File: src/rtl/debounce_filter.sv
`default_nettype none
// ============================================================================
// Module   : debounce_filter
// Purpose  : Synchronises a raw bouncy input and accepts a level change only
//            after STABLE_CYCLES equal samples; emits rise/fall strobes.
//            Optional macro DEBOUNCE_GLITCH_CNT_EN adds a saturating 8-bit
//            count of aborted transitions on port glitch_cnt.
// Revision : 1.0 - initial release
// ============================================================================
module debounce_filter #(
    parameter int SYNC_STAGES   = 2,
    parameter int STABLE_CYCLES = 16
) (
    input  logic       clk,
    input  logic       reset,
    input  logic       d_in,
    output logic       d_out,
    output logic       rise_pulse,
    output logic       fall_pulse
`ifdef DEBOUNCE_GLITCH_CNT_EN
    ,
    output logic [7:0] glitch_cnt
`endif
);

    localparam int             CNT_W      = $clog2(STABLE_CYCLES + 1);
    localparam logic [CNT_W-1:0] ACCEPT_CNT = CNT_W'(STABLE_CYCLES - 1);
    localparam logic [CNT_W-1:0] CNT_ONE    = CNT_W'(1);

    typedef enum logic [1:0] {
        IDLE_LOW   = 2'd0,
        CHECK_HIGH = 2'd1,
        IDLE_HIGH  = 2'd2,
        CHECK_LOW  = 2'd3
    } state_t;

    logic [SYNC_STAGES-1:0] sync_q;
    logic                   sync_s;
    state_t                 state_q, state_d;
    logic [CNT_W-1:0]       cnt_q, cnt_d;
    logic                   d_out_q, d_out_d;
    logic                   rise_q, rise_d;
    logic                   fall_q, fall_d;

    // Plain shift chain: stage 1 is bit 0, the synchronised sample is the MSB.
    always_ff @(posedge clk) begin
        if (reset) begin
            sync_q <= '0;
        end else begin
            sync_q <= {sync_q[SYNC_STAGES-2:0], d_in};
        end
    end

    assign sync_s = sync_q[SYNC_STAGES-1];

    always_ff @(posedge clk) begin
        if (reset) begin
            state_q <= IDLE_LOW;
            cnt_q   <= '0;
            d_out_q <= 1'b0;
            rise_q  <= 1'b0;
            fall_q  <= 1'b0;
        end else begin
            state_q <= state_d;
            cnt_q   <= cnt_d;
            d_out_q <= d_out_d;
            rise_q  <= rise_d;
            fall_q  <= fall_d;
        end
    end

    always_comb begin
        state_d = state_q;
        cnt_d   = cnt_q;
        d_out_d = d_out_q;
        rise_d  = 1'b0;
        fall_d  = 1'b0;
        case (state_q)
            IDLE_LOW: begin
                if (sync_s) begin
                    state_d = CHECK_HIGH;
                    cnt_d   = CNT_ONE;
                end
            end
            CHECK_HIGH: begin
                if (!sync_s) begin
                    state_d = IDLE_LOW;
                    cnt_d   = '0;
                end else if (cnt_q == ACCEPT_CNT) begin
                    state_d = IDLE_HIGH;
                    cnt_d   = '0;
                    d_out_d = 1'b1;
                    rise_d  = 1'b1;
                end else begin
                    cnt_d = cnt_q + CNT_ONE;
                end
            end
            IDLE_HIGH: begin
                if (!sync_s) begin
                    state_d = CHECK_LOW;
                    cnt_d   = CNT_ONE;
                end
            end
            CHECK_LOW: begin
                if (sync_s) begin
                    state_d = IDLE_HIGH;
                    cnt_d   = '0;
                end else if (cnt_q == ACCEPT_CNT) begin
                    state_d = IDLE_LOW;
                    cnt_d   = '0;
                    d_out_d = 1'b0;
                    fall_d  = 1'b1;
                end else begin
                    cnt_d = cnt_q + CNT_ONE;
                end
            end
            default: begin
                state_d = IDLE_LOW;
                cnt_d   = '0;
                d_out_d = 1'b0;
            end
        endcase
    end

    assign d_out      = d_out_q;
    assign rise_pulse = rise_q;
    assign fall_pulse = fall_q;

`ifdef DEBOUNCE_GLITCH_CNT_EN
    logic       abort_w;
    logic [7:0] glitch_q;

    // An abort is a CHECK state seeing the sample revert to the old level.
    assign abort_w = ((state_q == CHECK_HIGH) && !sync_s) ||
                     ((state_q == CHECK_LOW)  &&  sync_s);

    always_ff @(posedge clk) begin
        if (reset) begin
            glitch_q <= 8'd0;
        end else if (abort_w && (glitch_q != 8'hFF)) begin
            glitch_q <= glitch_q + 8'd1;
        end
    end

    assign glitch_cnt = glitch_q;
`endif

endmodule
`default_nettype wire

File: config.mk
export PLATFORM = sky130hd
export DESIGN_NAME = debounce_filter
export DESIGN_NICKNAME = d
export VERILOG_FILES = /design/src/rtl/debounce_filter.sv
export SDC_FILE = /design/constraint.sdc
export NUM_CORES = 1
export LEC_CHECK = 0
export CAP_MARGIN = 40
export CORE_AREA = 2 2 39 41
export DETAILED_ROUTE_END_ITERATION = 16
export DIE_AREA = 0 0 41 43
export MAX_ROUTING_LAYER = met4
export PLACE_DENSITY_LB_ADDON = 0.2
export SLEW_MARGIN = 30
export SYNTH_ARGS = -nofsm -noshare
export SYNTH_HDL_FRONTEND = slang
export SYNTH_SLANG_ARGS = --single-unit
File: constraint.sdc
create_clock -name clk -period 1.6 [get_ports clk]
set_clock_uncertainty 0.1 [all_clocks]
set_input_delay 0.32 -clock clk [delete_from_list [all_inputs] [get_ports clk]]
set_output_delay 0.32 -clock clk [all_outputs]
set_load 0.05 [all_outputs]
# Yosys cells after proc, flatten, opt, wreduce, memory -nomap -nowiden
# Index checks and enable logic that the tools add are counted.
dict set report totals {
  regBits 12
  inputBits 3
  out_inout_bits 3
  wordCells 48
}
dict set report classes {
  n_addsub 1
  eq_ne 12
  n_mux 19
  bitwise 3
  reduce_logical 7
}
# operator count
set ops {}
lappend ops {{$mux 5} 5}
lappend ops {{$pmux 5 s4} 1}
lappend ops {{$mux 2} 6}
lappend ops {{$ne 2x2->1 const B} 6}
lappend ops {{$pmux 2 s4} 1}
lappend ops {{$ne 3x3->1 const B} 2}
lappend ops {{$reduce_or 3->1} 2}
lappend ops {{$add 5x1->5 const B} 1}
lappend ops {{$eq 5x4->1 const B} 1}
lappend ops {{$mux 1} 5}
lappend ops {{$reduce_and 5->1} 1}
lappend ops {{$eq 2x2->1 const B} 2}
lappend ops {{$reduce_and 4->1} 1}
lappend ops {{$not 1->1} 3}
lappend ops {{$eq 2x1->1 const B} 1}
lappend ops {{$logic_not 2->1} 1}
lappend ops {{$pmux 1 s2} 1}
lappend ops {{$reduce_and 2->1} 1}
lappend ops {{$reduce_bool 2->1} 1}

# Longest topological paths before layout
# Gate-level depths: netlist of the first run.
dict set report depth {
  word_depth 4
  mapped_depth 4
  ltp_nobuf 4
}

# Worst setup path before layout of the first run
# No wires, ideal clock.
dict set report synth_timing {
  path_type {reg-to-reg}
  from {register cnt_q[0]}
  to {register state_q[0]}
  setup_ns 0.116
  arrival_time_ns 1.062
  t_required_ns 1.384
  setup_slack_ns 0.322
  stages_incl_launch_ff 5
  path_buffers 0
  synth_period_minus_slack_ns 1.278
  path_cell_list {dfxtp_1 ha_1 and4b_1 nand2_1 and3_2}
}
dict set report synth_via {
  elab_chain_cells 3
  elab_cells_between_ends 4
  cone_classes {eq/ne: 3; reduce/logical: 1}
}
# element line
set synth_rtl {}
lappend synth_rtl {{start: declaration} 40} ;# logic [CNT_W-1:0] cnt_q, cnt_d;
lappend synth_rtl {{start signal: assignment} 65} ;# cnt_q <= cnt_d;
lappend synth_rtl {{$eq 5x4->1 (*)} {89, 108}}
lappend synth_rtl {{$ne 3x3->1 (no line)} n/a}
lappend synth_rtl {{$reduce_and 4->1 (no line) (*)} n/a}
lappend synth_rtl {{end signal: assignment} 64} ;# state_q <= state_d;
lappend synth_rtl {{end: declaration} 39} ;# state_t state_q, state_d;
# Every way passes the cells marked *; elsewhere a longest branch is shown, timed or not.
# A chain may end at the register's enable or synchronous reset.

# Worst setup path in the final report of the first run
# Same ends and word-level chain as after synthesis.

==> impl_metrics.json, run 1 <==
{
  "status": "completed",
  "fin_crit_sh": 0.882,
  "htree_levels": 1,
  "rows": 14,
  "placed_area_um2": 641,
  "power_density_nw_per_um2": 911,
  "synth_top_area_cell": "dfxtp_1",
  "routedWlPerCell_um": 12.0,
  "setup_ws_ns": 0.189,
  "fin_area_um2": 677,
  "timing.final.max_slew_violations": 0,
  "die_w_um": 41,
  "syn_nets": 62,
  "ir_worst_vdd_v": 0.000477,
  "finalSetupTns_ns": 0,
  "clk_pin_slew_ns": 0.08,
  "cts_setup_buffers": 0,
  "num_antenna_cells": 0,
  "io_buffer_count": 5,
  "drt_iter0_drc": 11,
  "maxSlewHeadroom": 0.784,
  "core_um2": 1380,
  "yosys_warnings": 0,
  "final_cells": 83,
  "worstMarginPinSlew_ns": 0.324,
  "syn_area_um2": 539,
  "antenna_found_initial": 0,
  "clock-sinks": 12,
  "place_congestion": 0.808,
  "hold_class": "reg2reg",
  "hold_viol_final": 0,
  "grt_use_total": 0.157,
  "synth.top_cell.area_share": 0.445,
  "ys_seq_area_frac": 0.445,
  "critPathMaxFanout": 5,
  "cellLeakagePower_nw": 0.258,
  "slowest_stage": "dfxtp_1",
  "ys_types": 29,
  "dp.cells": 79,
  "fin_nets": 72,
  "grt_pass1_vias": 438,
  "clk_path_buf_depth": 2,
  "report.power.total_mw": 0.617,
  "layout.cells.most_common": "dfxtp_1",
  "drc_errors": 0,
  "io_pins": 6,
  "finalCriticalPeriod_ns": 1.41,
  "wirelength_um": 994,
  "antenna_left": 0,
  "critPathLaunchType": "flip-flop",
  "grt_pass1_wl_um": 1800,
  "die_y_um": 43,
  "worstSetupEndpointType": "flip-flop",
  "cts-root-buf": "clkbuf_4",
  "fmax_mhz": 709,
  "critPathRequiredTime_ns": 1.67,
  "drv_cap": 0,
  "avgSynthCellArea_um2": 9.30,
  "dr.pass1.iters": 4,
  "rsz0062_at_grt": "false",
  "ctsResizeCount": 0,
  "critPathArrivalTime_ns": 1.48,
  "vias": 462,
  "die-area_um2": 1760,
  "worstPathCellList": "ha_1 -> and4b_1 -> nand2_1 -> and3_2",
  "grt_start_max_net_pins": 13,
  "fin_util": 0.489,
  "layout_common_cells": "dfxtp_1 (12), nand3_1 (6), inv_1 (4)",
  "grt_overflow_total": 0,
  "fillers": 137,
  "cts_buffers": 3,
  "crit_type": "reg2reg",
  "dp_hpwl_um": 757,
  "ys_seq_elements": 12,
  "cts_hold_buffers": 0,
  "viasPerCell": 5.57,
  "synthTopCellsByArea": "dfxtp_1 (45%), nand3_1 (5.6%), a21oi_1 (2.8%)",
  "hold_ws_ns": 0.347,
  "cts_tree": "done",
  "area_growth_pct": 25.5,
  "worstSkewPairLatency_ns": 0.27,
  "slowest_delay_ns": 0.38,
  "setup_viol": 0,
  "pre_cts_slack_ns": 0.0400,
  "start_util": 0.390,
  "syn_inst": 58,
  "layout-drive-gt1-share": 0.179
}
-- logic make-up (layout without fill, tap and decap cells) --
logic type / count (synthesis) / after routing / share of synthesized area
AO/OA/AOI/OAI: 11 / 11 / 0.148
XOR/XNOR: 1 / 1 / 0.0162
adder cells (fa/ha/maj): 1 / 1 / 0.0232
buffers and inverters: 7 / 16 / 0.0673
flip-flops: 12 / 12 / 0.445
AND/OR/NAND/NOR: 26 / 26 / 0.299
-- cell type report --
cell class / instances / area, µm² / share of cell area
clock buffer: 4 / 36.3 / 0.0536
inverter: 4 / 15.0 / 0.0222
multi-input combinational: 39 / 263 / 0.388
sequential: 12 / 240 / 0.355
tap: 16 / 20.0 / 0.0296
timing repair buffer: 8 / 103 / 0.152
-- cell usage after synthesis, drive strengths merged --
| cell type | number |
|---|---|
| ha | 1 |
| nand4b | 1 |
| o211a | 1 |
| a21oi | 3 |
| nor4 | 1 |
| buf | 3 |
| and4b | 1 |
| nand4bb | 1 |
| o211ai | 3 |
| dfxtp | 12 |
| nor2 | 1 |
| and3 | 1 |
| nand3b | 1 |
| xor2 | 1 |
| nor3 | 1 |
| nor2b | 2 |
| o311ai | 2 |
| or3 | 1 |
| o21ai | 2 |
| nor3b | 2 |
| nand2 | 3 |
| nand4 | 2 |
| inv | 4 |
| nand2b | 1 |
| nand3 | 6 |
| or2b | 1 |
-- worst max-delay path, delay by kind of cell, from the launching register on --
kind | cells | cell delay (ns)
and+or+nand+nor | 3 | 0.60
DFF | 1 | 0.38
adders and majority gates | 1 | 0.23
-- state kept, by name, summed over array words and instances, names as in the netlist, named ones only --
signal      flops
state_q         1
fall_pulse      1
sync_q          2
rise_pulse      1
d_out           1
cnt_q           5
-- path summary, 6_finish.rpt --
kind              startpoint    endpoint  slack [ns]  cells after the start
setup / recovery    cnt_q[0]  state_q[0]        0.19                      4
setup reg to reg    cnt_q[0]  state_q[0]        0.19                      4
hold reg to reg    sync_q[0]   sync_q[1]        0.35                      1
hold / removal     sync_q[0]   sync_q[1]        0.35                      1
-- per-layer routing --
metal | routed length [µm] | track usage | vias to the layer above | part of all wire
met1 | 449 | 0.184 | 223 | 0.45
met2 | 513 | 0.234 | 5 | 0.52
met4 | 8 | 0.0800 | 0 | 0.0080
met3 | 23 | 0.0471 | 2 | 0.023
met5 | 0 | - | - | 0
li1 | - | - | 232 | -
-- power breakdown --
group / internal [mW] / switching (mW) / leakage [nW] / total (mW)
Combinational: 0.0313 / 0.0314 / 0.140 / 0.0627
Clock: 0.138 / 0.0982 / 0.0210 / 0.236
Sequential: 0.307 / 0.0103 / 0.0975 / 0.317
No activity file was read; power rests on OpenSTA's default activity.
==> run 2, diff against run 1 <==
--- a/config.mk
+++ b/config.mk
@@ -7,10 +7,12 @@
 export LEC_CHECK = 0
 export CAP_MARGIN = 40
 export CORE_AREA = 2 2 39 41
+export CTS_CLUSTER_SIZE = 24
 export DETAILED_ROUTE_END_ITERATION = 16
 export DIE_AREA = 0 0 41 43
 export MAX_ROUTING_LAYER = met4
 export PLACE_DENSITY_LB_ADDON = 0.2
+export RECOVER_POWER = 25
 export SLEW_MARGIN = 30
 export SYNTH_ARGS = -nofsm -noshare
 export SYNTH_HDL_FRONTEND = slang
==> impl_metrics.json, run 2 (synthesized netlist as in run 1, its figures left out) <==
{
  "placed_area_um2": 641,
  "num_antenna_cells": 0,
  "cts_setup_buffers": 0,
  "maxSlewHeadroom": 0.666,
  "worstSetupEndpointType": "flip-flop",
  "layout-drive-gt1-share": 0.164,
  "power_density_nw_per_um2": 920,
  "die_y_um": 43,
  "finalSetupTns_ns": 0,
  "fin_area_um2": 669,
  "drt_iter0_drc": 11,
  "hold_viol_final": 0,
  "crit_start": "cnt_q[0]",
  "p_clk_frac": 0.384,
  "internal_power_mw": 0.476,
  "rsz0062_at_grt": "false",
  "critPathLaunchType": "flip-flop",
  "cellLeakagePower_nw": 0.272,
  "status": "completed",
  "fin_util": 0.484,
  "fmax_mhz": 709,
  "grt_use_total": 0.157,
  "finalCriticalPeriod_ns": 1.41,
  "routedWlPerCell_um": 12.0,
  "power_frac_comb": 0.101,
  "fillers": 137,
  "switching_power_mw": 0.140,
  "dp_hpwl_um": 757,
  "rows": 14,
  "die-area_um2": 1760,
  "critPathArrivalTime_ns": 1.48,
  "viasPerCell": 5.57,
  "start_util": 0.390,
  "ctsResizeCount": 0,
  "grt_pass1_vias": 438,
  "grt_overflow_total": 0,
  "worstMarginPinSlew_ns": 0.500,
  "clk_path_buf_depth": 2,
  "antenna_found_initial": 0,
  "vias": 462,
  "largest-register": "cnt_q",
  "critPathRequiredTime_ns": 1.67,
  "clk_pin_slew_ns": 0.08,
  "cts-root-buf": "clkbuf_4",
  "drv_cap": 0,
  "layout.cells.most_common": "dfxtp_1",
  "io_pins": 6,
  "setup_viol": 0,
  "seqPwrFrac": 0.515,
  "drc_errors": 0,
  "place_congestion": 0.808,
  "register_area_um2": 240,
  "area_growth_pct": 24.1,
  "fin_nets": 72,
  "cts_tree": "done",
  "hold_depth": 1,
  "largest_reg_flops": 5,
  "clock-sinks": 12,
  "htree_levels": 1,
  "top_regs": "cnt_q: 5 flops, sync_q: 2 flops",
  "timing.final.max_slew_violations": 0,
  "core_um2": 1380,
  "die_w_um": 41,
  "hold_path.startpoint": "sync_q[0]",
  "hold_class": "reg2reg",
  "fin_crit_sh": 0.882,
  "grt_pass1_wl_um": 1800,
  "r2r-start": "cnt_q[0]",
  "worstSkewPairLatency_ns": 0.27,
  "layout_common_cells": "dfxtp_1 (12), nand3_1 (6), inv_1 (4)",
  "swShare": 0.227,
  "crit_type": "reg2reg",
  "cts_hold_buffers": 0,
  "multi_input_area_um2": 263,
  "cts_buffers": 3,
  "wirelength_um": 992,
  "antenna_left": 0,
  "regToRegSetupSlack_ns": 0.19,
  "worstRegToRegCells": 4,
  "grt_start_max_net_pins": 13,
  "io_buffer_count": 5,
  "ir_worst_vdd_v": 0.000477,
  "dr.pass1.iters": 4,
  "critPathMaxFanout": 5,
  "hold_ws_ns": 0.347
}
-- run 2: power by group through the flow --
stage               combinational, mW  clock (mW)  sequential (mW)
finish                         0.0622       0.236            0.317
global route                   0.0672       0.260            0.320
CTS                            0.0632       0.246            0.318
detailed placement             0.0632           0            0.325
global placement               0.0621           0            0.324
floorplan                      0.0230           0            0.334
-- run 2: final timing paths --
kind                     end
setup / recovery  state_q[0]
setup reg to reg  state_q[0]
hold reg to reg    sync_q[1]
hold / removal     sync_q[1]
-- run 2: worst max-delay path, cell delays in order, from the launching register on --
cell	delay, ns
dfxtp_1	0.38
ha_1	0.23
and4b_1	0.25
nand2_1	0.11
and3_2	0.24
-- run 2: cell type report --
type | instances | area share
clock buffer | 4 | 0.0542
timing repair buffer | 8 | 0.142
tap | 16 | 0.0299
multi-input combinational | 39 | 0.393
sequential | 12 | 0.359
inverter | 4 | 0.0224
-- run 2: stage by stage --
stage | power (mW) | std cells | setup WS [ns]
5_1_grt | 0.647 | 83 | 0.0235
3_5_place_dp | 0.388 | 79 | 0.0400
3_3_place_gp | 0.386 | 79 | 0.0792
2_1_floorplan | 0.357 | 58 | 0.322
4_1_cts | 0.627 | 83 | 0.190
6_report | 0.616 | 83 | 0.189
-- run 2: layer usage --
| layer | wire length [µm] | vias up | share of wire | track usage |
|---|---|---|---|---|
| met5 | 0 | - | 0 | - |
| met4 | 8 | 0 | 0.0081 | 0.0800 |
| met3 | 23 | 2 | 0.023 | 0.0471 |
| met2 | 512 | 5 | 0.52 | 0.234 |
| met1 | 447 | 223 | 0.45 | 0.184 |
| li1 | - | 232 | - | - |
==> run 3, diff against run 2 <==
--- a/config.mk
+++ b/config.mk
@@ -5,11 +5,12 @@
 export SDC_FILE = /design/constraint.sdc
 export NUM_CORES = 1
 export LEC_CHECK = 0
+export ABC_AREA = 0
 export CAP_MARGIN = 40
-export CORE_AREA = 2 2 39 41
+export CORE_AREA = 5 5 42 44
 export CTS_CLUSTER_SIZE = 24
 export DETAILED_ROUTE_END_ITERATION = 16
-export DIE_AREA = 0 0 41 43
+export DIE_AREA = 0 0 47 49
 export MAX_ROUTING_LAYER = met4
 export PLACE_DENSITY_LB_ADDON = 0.2
 export RECOVER_POWER = 25
==> impl_metrics.json, run 3 (synthesized netlist as in run 1, its figures left out) <==
{
  "cts_hold_buffers": 0,
  "worstPathCellList": "ha_1 -> and4b_1 -> nand2_1 -> and3_2",
  "htree_levels": 1,
  "timing.final.max_slew_violations": 0,
  "antenna_found_initial": 0,
  "hold_path.startpoint": "sync_q[0]",
  "hold_path_end": "sync_q[1]",
  "crit_type": "reg2reg",
  "crit_buf_inv": 0,
  "fillers": 141,
  "dp_hpwl_um": 715,
  "cts_tree": "done",
  "grt_pass1_vias": 414,
  "largest-register": "cnt_q",
  "grt_pass1_wl_um": 1660,
  "place_congestion": 0.793,
  "maxSlewHeadroom": 0.661,
  "fin_util": 0.478,
  "viasPerCell": 5.29,
  "grt_overflow_total": 0,
  "rsz0062_at_grt": "false",
  "dr.pass1.iters": 5,
  "worstSetupEndpointType": "flip-flop",
  "die_w_um": 47,
  "hold_depth": 1,
  "layout.cells.most_common": "dfxtp_1",
  "vias": 439,
  "io_pins": 6,
  "cts_setup_buffers": 0,
  "start_util": 0.385,
  "critPathMaxFanout": 5,
  "hold_viol_final": 0,
  "critPathRequiredTime_ns": 1.67,
  "drt_iter0_drc": 8,
  "cellLeakagePower_nw": 0.272,
  "ir_worst_vdd_v": 0.000639,
  "r2r-start": "cnt_q[0]",
  "cts-root-buf": "clkbuf_4",
  "rows": 14,
  "clk_path_buf_depth": 2,
  "ctsResizeCount": 0,
  "worstMarginPinSlew_ns": 0.508,
  "grt_use_total": 0.102,
  "finalSetupTns_ns": 0,
  "critPathArrivalTime_ns": 1.48,
  "cts_buffers": 3,
  "die_y_um": 49,
  "wirelength_um": 987,
  "antenna_left": 0,
  "largest_reg_flops": 5,
  "clk_pin_slew_ns": 0.07,
  "area_growth_pct": 24.1,
  "drc_errors": 0,
  "num_antenna_cells": 0,
  "fin_nets": 72,
  "finalCriticalPeriod_ns": 1.41,
  "worstSkewPairLatency_ns": 0.27,
  "core_um2": 1400,
  "crit_family": "simple AND/OR/NAND/NOR gates",
  "grt_start_max_net_pins": 13,
  "hold_class": "reg2reg",
  "layout-drive-gt1-share": 0.164,
  "status": "completed",
  "drv_cap": 0,
  "regToRegSetupSlack_ns": 0.19,
  "slowest_stage": "dfxtp_1",
  "fin_crit_sh": 0.883,
  "io_buffer_count": 5,
  "critPathLaunchType": "flip-flop",
  "power_density_nw_per_um2": 912,
  "r2r_end": "state_q[0]",
  "layout_common_cells": "dfxtp_1 (12), nand3_1 (6), inv_1 (4)",
  "setup_viol": 0,
  "clock-sinks": 12,
  "worstRegToRegCells": 4,
  "routedWlPerCell_um": 11.9,
  "top_regs": "cnt_q: 5 flops, sync_q: 2 flops",
  "die-area_um2": 2300,
  "fmax_mhz": 708,
  "slowest_delay_ns": 0.37
}
-- run 3: cell counts in the layout (fill, tap and decap cells not counted) --
No cell type changed its count.
-- run 3: stage by stage --
step / setup slack [ns] / power, mW / instance area [µm²] / std cells / hold slack, ns
after floorplan: 0.322 / 0.357 / 539 / 58 / 0.314
after global placement: 0.0741 / 0.387 / 641 / 79 / 0.327
after detailed placement: 0.0683 / 0.387 / 641 / 79 / 0.334
after CTS: 0.191 / 0.625 / 677 / 83 / 0.351
after global routing: 0.0190 / 0.643 / 669 / 83 / 0.373
final: 0.187 / 0.610 / 669 / 83 / 0.342
-- run 3: worst max path at each step --
stage / startpoint / end / cells after the start
after global routing: cnt_q[0] / d_out / 4
after global placement: reset / cnt_q[3] / 4
final: cnt_q[0] / state_q[0] / 4
after CTS: cnt_q[0] / state_q[0] / 4
after detailed placement: reset / cnt_q[3] / 4
after floorplan: cnt_q[0] / state_q[0] / 4
-- run 3: area by class of cell --
type,instances,area [µm²],share of cell area
well taps,16,20.0,0.0299
flip-flops and latches,12,240,0.359
inverters,4,15.0,0.0224
repair buffers,8,95.1,0.142
multi-input cells,39,263,0.393
clock buffers,4,36.3,0.0542
-- run 3: where the power goes --
group	switching, mW	internal (mW)	total [mW]	leakage [nW]
clock	0.0927	0.138	0.231	0.0210
sequential	0.0102	0.307	0.318	0.0975
combinational	0.0310	0.0309	0.0619	0.154
total	0.134	0.477	0.610	0.272
-- run 3: routing by layer --
metal	vias up	GRT usage	share of wire
met5	-	-	0
met4	0	0.0369	0.0091
met3	2	0.0590	0.068
met2	12	0.143	0.48
met1	195	0.118	0.44
li1	230	-	-
